[config.mk]
export PLATFORM = sky130hd
export DESIGN_NAME = mux_2_s
export DESIGN_NICKNAME = d
export VERILOG_FILES = /design/src/rtl/mux_2_s.sv
export SDC_FILE = /design/constraint.sdc
export NUM_CORES = 1
export LEC_CHECK = 0
export CAP_MARGIN = 30
export CORE_AREA = 2 2 39 41
export DETAILED_ROUTE_END_ITERATION = 6
export DIE_AREA = 0 0 41 43
export HOLD_SLACK_MARGIN = 0.02
export PLACE_DENSITY = 0.78
export SETUP_SLACK_MARGIN = 0.1
export SYNTH_ARGS = -nofsm -noshare
export SYNTH_HDL_FRONTEND = slang
export SYNTH_SLANG_ARGS = --single-unit
export TNS_END_PERCENT = 1
[constraint.sdc]
create_clock -name clk -period 1.6 [get_ports clk]
set_clock_uncertainty 0.15 [all_clocks]
set_input_delay 0.4 -clock clk [delete_from_list [all_inputs] [get_ports clk]]
set_output_delay 0.4 -clock clk [all_outputs]
set_load 0.1 [all_outputs]
[src/rtl/mux_2_s.sv]
// mux_2_s -- 4-to-1 word selector with a registered output stage.
//
// Picks one of four w-bit words with a 2-bit select and presents the result
// one clock later, together with the select that produced it, a valid flag
// and a one-cycle change-detect pulse.
//
// Ports:
//   clk      in   1   system clock, rising edge
//   rst_n    in   1   asynchronous active-low reset
//   en       in   1   capture enable
//   d0..d3   in   w   candidate data words (s = 00..11)
//   s        in   2   select
//   o        out  w   registered selected word
//   o_valid  out  1   o holds a word captured since the last reset
//   s_q      out  2   select value that produced the current o
//   o_chg    out  1   last capture changed o (or was the first one)
module mux_2_s #(
  parameter int w = 4
) (
  input  logic         clk,
  input  logic         rst_n,
  input  logic         en,
  input  logic [w-1:0] d0,
  input  logic [w-1:0] d1,
  input  logic [w-1:0] d2,
  input  logic [w-1:0] d3,
  input  logic [1:0]   s,
  output logic [w-1:0] o,
  output logic         o_valid,
  output logic [1:0]   s_q,
  output logic         o_chg
);

  logic [w-1:0] sel;

  logic [w-1:0] o_q,     o_d;
  logic [1:0]   src_q,   src_d;
  logic         valid_q, valid_d;
  logic         chg_q,   chg_d;

  // Every select code maps to a word, so there is no default/X arm.
  always_comb begin
    unique case (s)
      2'b00: sel = d0;
      2'b01: sel = d1;
      2'b10: sel = d2;
      2'b11: sel = d3;
    endcase
  end

  // Only the enable gates the datapath; with en low the data and select
  // inputs are never looked at, so undefined values there cannot leak out.
  always_comb begin
    o_d     = o_q;
    src_d   = src_q;
    valid_d = valid_q;
    chg_d   = 1'b0;
    if (en) begin
      o_d     = sel;
      src_d   = s;
      valid_d = 1'b1;
      // The first capture after reset always counts as a change, even when
      // the captured word equals the reset value of zero.
      chg_d   = (sel != o_q) || !valid_q;
    end
  end

  always_ff @(posedge clk or negedge rst_n) begin
    if (!rst_n) begin
      o_q     <= '0;
      src_q   <= 2'b00;
      valid_q <= 1'b0;
      chg_q   <= 1'b0;
    end else begin
      o_q     <= o_d;
      src_q   <= src_d;
      valid_q <= valid_d;
      chg_q   <= chg_d;
    end
  end

  assign o       = o_q;
  assign s_q     = src_q;
  assign o_valid = valid_q;
  assign o_chg   = chg_q;

endmodule

Yosys cells after proc, flatten, opt, wreduce, memory -nomap -nowiden
Cells that the tools add are included.

Equal/unequal tests: 4. Mux-type cells: 2. Reduce and logical (&&, ||, !) cells: 3.

Operators by type and width (number): 4-bit one-hot mux with 4 select lines (1); 2-bit equality test, second input constant (2); 4-bit != test (1); 2-bit by 1-bit equality test with 1-bit output, second input constant (1); 2-bit logical NOT (1); 1-bit logical NOT (1); 1-bit logical OR (1); 1-bit 2-to-1 mux (1).

Register bits after elaboration: 8. Input port bits: 21. Output and inout port bits: 8. Word-level logic and storage cells: 13.

Longest topological paths before layout
Gate-level depths: netlist (run 1).

Depth after elaboration: 5. Depth in mapped cells: 5. Mapped depth without buffers: 4.

Least setup slack after synthesis (run 1)
OpenSTA, ideal clock, no wires.

Path type: register to register. Start: register o_q[1], in the netlist o[1]. End: register chg_q, in the netlist o_chg. Library setup time: 0.141 ns. Arrival: 1.378 ns. Required time: 1.309 ns. Slack: -0.068 ns. Stages on the path, launching flop included: 4. Buffers on the path: 0. Period minus slack after synthesis: 1.668 ns. Cell sequence: dfrtp_1 > xnor2_1 > o22ai_1 > a41oi_1.

Longest elaborated chain between the ends: 3.

Ends and longest elaborated chain: start: declaration (RTL line 36) `logic [w-1:0] o_q, o_d;`; start signal: assignment (RTL line 70) `o_q <= '0;`; start signal: assignment (RTL line 75) `o_q <= o_d;`; 4-bit != test (RTL line 64) `chg_d = (sel != o_q) || !valid_q;`; 1-bit logical OR (RTL line 64); 1-bit 2-to-1 mux (RTL line 58) `if (en) begin`; named net chg_d (RTL line 39) `logic chg_q, chg_d;`; end signal: assignment (RTL line 78) `chg_q <= chg_d;`; end: declaration (RTL line 39).

The timed path passes the listed nets, and every way through them passes these cells. A chain may end at the register's enable or synchronous reset.

Worst setup path in the final report (run 1)
Start: input port d3[2]. End: register chg_q, in the netlist o_chg.

Longest elaborated chain between the ends: 4.

Ends and longest elaborated chain: start: declaration (RTL line 26) `input logic [w-1:0] d3,`; 4-bit one-hot mux with 4 select lines (RTL line 43) `unique case (s)`; 4-bit != test (RTL line 64); 1-bit logical OR (RTL line 64); 1-bit 2-to-1 mux (RTL line 58); named net chg_d (RTL line 39).

The timed path passes the listed nets, and every way through them passes these cells.

==> results of run 1 <==
## final cells by class
| cell class | instances | area (µm²) | area share |
|---|---|---|---|
| flip-flops and latches | 8 | 203 | 0.223 |
| repair buffers | 31 | 367 | 0.404 |
| well taps | 16 | 20.0 | 0.0221 |
| multi-input cells | 22 | 288 | 0.317 |
| inverters | 1 | 3.75 | 0.00414 |
| clock buffers | 4 | 26.3 | 0.0290 |
## repair_timing
item,in CTS,in global routing
gates resized for setup,24,3
setup buffers,0,1
pin swaps,4,4
setup endpoints to repair,5,2
endpoints found under the hold margin,0,0
## flip-flops by register name (all words and copies together), names as in the netlist
signal and flops:
o 4, s_q 2, o_chg 1, o_valid 1
## layout by cell type (no fill, tap or decap), types with 2 or more instances in the layout
cell / synthesis / layout
xnor2_2: 0 / 3
dlygate4sd2_1: 0 / 12
mux2_4: 2 / 2
clkbuf_4: 0 / 3
dfrtp_2: 0 / 2
buf_12: 0 / 8
dfrtp_1: 8 / 6
mux2i_2: 0 / 2
mux4_2: 3 / 3
xnor2_1: 5 / 2
mux2_2: 4 / 4
buf_4: 0 / 3
clkdlybuf4s50_1: 0 / 5
## power by group through the flow
stage                     Sequential, mW  Combinational [mW]  Clock (mW)
after detailed placement           0.263               0.422           0
after CTS                          0.263               0.431       0.168
after global routing               0.266               0.450       0.190
after global placement             0.261               0.420           0
after floorplan                    0.416              0.0914           0
final                              0.263               0.434       0.166
## cell families (layout without fill, tap and decap cells)
kind of cell / count (synthesis) / count (layout)
mux: 12 / 12
flops: 8 / 8
xor+xnor: 5 / 5
buf+inv: 4 / 36
simple gates: 3 / 3
compound gates: 2 / 2
## stage by stage
step	utilization	std cells	setup TNS, ns
finish	0.656	82	0
global route	0.656	82	0
global placement	0.616	77	-2.57
CTS	0.643	81	0
floorplan	-	34	0
detailed placement	0.616	77	-2.77
## final timing paths
| check | start | end | slack (ns) | cells after the start |
|---|---|---|---|---|
| max | d3[2] | o_chg | 0.10 | 4 |
| min | rst_n | o[3] | 0.28 | 1 |
| max reg2reg | o[1] | o_chg | 0.40 | 3 |
| min reg2reg | s_q[0] | s_q[0] | 0.42 | 1 |
| max in group asynchronous | rst_n | o_valid | 0.73 | 1 |
| min in group clk | s[1] | s_q[1] | 0.37 | 2 |
## worst register-to-register path: cells and delay by family (launching register included)
| family | cells | cell delay [ns] |
|---|---|---|
| flops | 1 | 0.44 |
| compound gates | 2 | 0.35 |
| xor+xnor | 1 | 0.14 |
## per-layer routing
layer	GRT usage	wire, µm	vias to the layer above
li1	-	-	187
met1	0.208	490	182
met2	0.281	697	15
met3	0.0838	77	0
met4	0.0400	0	0
met5	0	0	-
==> flow_summary.yaml, run 1 <==
status:
  outcome: "finished clean"
synth:
  synth_area_leaders: "dfrtp_1 42%, mux4_2 14%, mux2_2 9.5%, xnor2_1 9.2%, mux2i_1 6.3%"
  synth_top_area_frac: 0.422
  synth_seq_cells: 8
  synth_compound_area_frac: 0.0317
  ys_seq_area_frac: 0.422
  synthArstFlopShare: 1.00
  ys_warn_count: 0
  postSynthCellCount: 34
  synth.most_common_cell: "dfrtp_1"
  synth_edf_count: 0
  yosysTopAreaCell: "dfrtp_1"
  synthTopCellsByCount: "8 x dfrtp_1, 5 x xnor2_1, 4 x mux2_2"
  yosys.area_share.simple: 0.0396
  synthFlopType: "dfrtp_1"
  synth-xor-area-share: 0.0923
  syn_nets: 55
  synth.distinct_cells: 15
  synth_top_family_by_area: "multiplexers"
  synth-adder-area-share: 0
  netlist_area_um2: 474
  muxShareOfSynthArea: 0.364
  synth_area_per_cell_um2: 13.9
place:
  port_buffers: 28
  place_congestion: 0.683
  post-place-ws_ns: -0.620
  place.detailed.hpwl_mm: 1.01
  placedInstanceArea_um2: 852
sta:
  grt_setup_unrepaired: "true"
  setup_viol: 0
  hold_violations: 0
  tightest_slew_ns: 0.369
  drv_slew: 0
  slew-limit-headroom: 0.753
  finalCritPeriodShare: 0.936
  fin_ws_ns: 0.102
  fmax_mhz: 668
  layout_min_cycle_time_ns: 1.50
  hold_ws_ns: 0.276
pwr:
  p_leak_nw: 0.409
  total_power_mw: 0.864
  ir_drop_mv: 0.599
  combPwrFrac: 0.503
  swShare: 0.400
  p_per_area_mw_per_mm2: 952
  power.switching_mw: 0.345
  p_int_mw: 0.519
  p_clk_frac: 0.193
  seqPwrFrac: 0.304
cts:
  cts_buffer_depth: 2
  cts_tree: "built"
  clock_latency_ns: 0.25
  cts.sinks: 8
  cts_buffers: 3
  htree_levels: 1
  hold_buffers: 0
  cts_root_buffer: "clkbuf_4"
  path_clk_slew_ns: 0.06
floorplan:
  coreArea_mm2: 0.00138
  start_util: 0.343
  boundaryPins: 29
  dieArea_mm2: 0.00176
  num_rows: 14
  fp.dieH_um: 43
  die_w_um: 41
grt:
  grt_first_pass_wirelength_mm: 2.00
  overflow: 0
  grt_max_degree: 9
  grt_usage: 0.177
  grt_pass1_vias: 420
  antenna_found_initial: 0
finish:
  syn2layout_area_growth_pct: 91.3
  drive_above_1_share: 0.530
  diodes: 0
  fin_area_um2: 907
  fillers: 110
  num-nets-final: 88
setup_path:
  worst_path_dominant_cell_family: "multiplexers"
  cp.required_ns: 1.57
  max_stage_delay_ns: 0.51
  path_buf_inv: 1
  crit_fanout: 2
  cp_data_arrival_time_ns: 1.47
  cp_slowest_cell: "mux4_2"
  worstPathCellList: "dlygate4sd2_1 -> mux4_2 -> xnor2_2 -> a41oi_2"
  end_kind: "flop"
  worst-setup-path-type: "primary input to flop"
  crit_path_start_kind: "primary input"
route:
  wl_per_cell_um: 15.4
  drtAntennaViolNets: 0
  drt_iter0_markers: 2
  vias: 384
  viasPerCell: 4.68
  routed_wl_mm: 1.27
  drcViolationCount: 0
  firstDrtPassIters: 2
run:
  max-cap-violations: 0
min_path:
  hp-class: "primary input to async pin"
No activity file was read; power rests on OpenSTA's default activity.
==> run 2: changes to the inputs <==
- SETUP_SLACK_MARGIN: 0.1 -> 0.2
- TNS_END_PERCENT: 1 -> 5
==> run 2 against run 1 <==
Combinational power increased by 7.8%. Critical path type unchanged. Hold slack gained 0.0068 ns. Clock power about the same. Non-clock buffer count increased by 4. Sequential power shrank 3%. Cell area is 3.9% higher. Power up 2.6%. Routed wire length rose by 3.7%. Fmax rose by 5.8%. Die area did not move. Final cell count is 4.9% higher. Sequential share of layout area down 0.43 points.
==> flow_summary.yaml, run 2 (synthesis results as in run 1) <==
route:
  drt_iter0_markers: 1
  firstDrtPassIters: 2
  viasPerCell: 4.76
  vias: 409
  wl_per_cell_um: 15.3
  drcViolationCount: 0
  routed_wl_mm: 1.31
  drtAntennaViolNets: 0
sta:
  fin_ws_ns: 0.184
  slew-limit-headroom: 0.749
  grt_setup_unrepaired: "true"
  tightest_slew_ns: 0.375
  hold_violations: 0
  drv_slew: 0
  layout_min_cycle_time_ns: 1.42
  setup_viol: 0
  fmax_mhz: 706
  finalCritPeriodShare: 0.885
  hold_ws_ns: 0.283
  finalSetupTns_ns: 0
grt:
  grt_first_pass_wirelength_mm: 1.99
  antenna_found_initial: 0
  grt_pass1_vias: 430
  grt_usage: 0.177
  grt_max_degree: 9
  overflow: 0
finish:
  multi_input_area_um2: 284
  syn2layout_area_growth_pct: 98.7
  fillers: 104
  diodes: 0
  largest_reg_flops: 4
  drive_above_1_share: 0.600
  num-nets-final: 92
  ff_latch_area_um2: 206
  mostFrequentLayoutCell: "clkdlybuf4s15_1"
  fin_area_um2: 942
  most-common-layout-cells: "11 x clkdlybuf4s15_1, 8 x buf_4, 8 x buf_12, 5 x dfrtp_2"
cts:
  clock_latency_ns: 0.25
  hold_buffers: 0
  htree_levels: 1
  path_clk_slew_ns: 0.06
  cts_buffer_depth: 2
  cts_tree: "built"
  cts_root_buffer: "clkbuf_4"
  cts.sinks: 8
  cts_buffers: 3
min_path:
  hp-class: "primary input to async pin"
setup_path:
  crit_path_start_kind: "primary input"
  r2r-start: "o[1]"
  end_kind: "flop"
  cp_data_arrival_time_ns: 1.38
  worstReg2RegEnd: "o_chg"
  cp.required_ns: 1.57
  r2r_slack_ns: 0.26
  reg2reg_depth: 4
  crit_fanout: 5
  worst-setup-path-type: "primary input to flop"
place:
  port_buffers: 28
  placedInstanceArea_um2: 852
  post-place-ws_ns: -0.620
  place_congestion: 0.683
  place.detailed.hpwl_mm: 1.01
floorplan:
  coreArea_mm2: 0.00138
  boundaryPins: 29
  start_util: 0.343
  dieArea_mm2: 0.00176
  fp.dieH_um: 43
  num_rows: 14
  die_w_um: 41
pwr:
  ir_drop_mv: 0.596
  p_per_area_mw_per_mm2: 940
  p_leak_nw: 0.415
run:
  max-cap-violations: 0
status:
  outcome: "finished clean"
## run 2: critical path: stages
cell and delay [ns]:
buf_4 0.13, mux4_2 0.55, xnor2_2 0.17, a41oi_2 0.13
## run 2: final cells by class
type	count	share of cell area
inverter	1	0.00398
timing repair buffer	35	0.426
multi-input combinational	22	0.301
tap	16	0.0212
clock buffer	4	0.0279
sequential	8	0.219
## run 2: worst max-delay path by stage
stage               startpoint  endpoint  depth (start not counted)  slack (ns)
finish                    s[1]     o_chg                          4        0.18
global route            s_q[1]    s_q[1]                          1        0.16
CTS                       o[0]      o[0]                          1        0.17
detailed placement        s[1]     o_chg                          4       -0.62
global placement          s[1]     o_chg                          4       -0.58
floorplan                 s[1]     o_chg                          4       0.006
## run 2: routing by layer
metal  global-route usage  share of wire  up-vias
met5                    0              0        -
met3               0.0838          0.058        0
met4               0.0400              0        0
met1                0.209           0.38      199
li1                     -              -      195
met2                0.281           0.56       15
## run 2: report_power, final
group	switching (mW)	internal (mW)	total, mW
Combinational	0.253	0.215	0.468
Clock	0.0680	0.0954	0.163
Sequential	0.0262	0.229	0.255
Total	0.348	0.538	0.886
## run 2: repair_timing
item	CTS	global route
gates cloned	0	0
setup endpoints to repair	11	9
pin swaps	7	3
gates resized for setup	48	0
setup buffers	3	2
## run 2: metrics by stage
| stage | power (mW) | instances | utilization |
|---|---|---|---|
| 3_5_place_dp | 0.685 | 77 | 0.616 |
| 2_1_floorplan | 0.508 | 34 | - |
| 5_1_grt | 0.934 | 86 | 0.681 |
| 4_1_cts | 0.879 | 84 | 0.670 |
| 6_report | 0.886 | 86 | 0.681 |
| 3_3_place_gp | 0.681 | 77 | 0.616 |
==> run 3: changes to the inputs <==
- CAP_MARGIN: 30 -> 10
==> results of run 3 <==
No change in the layout: final DEF, timing and power equal those of run 2.
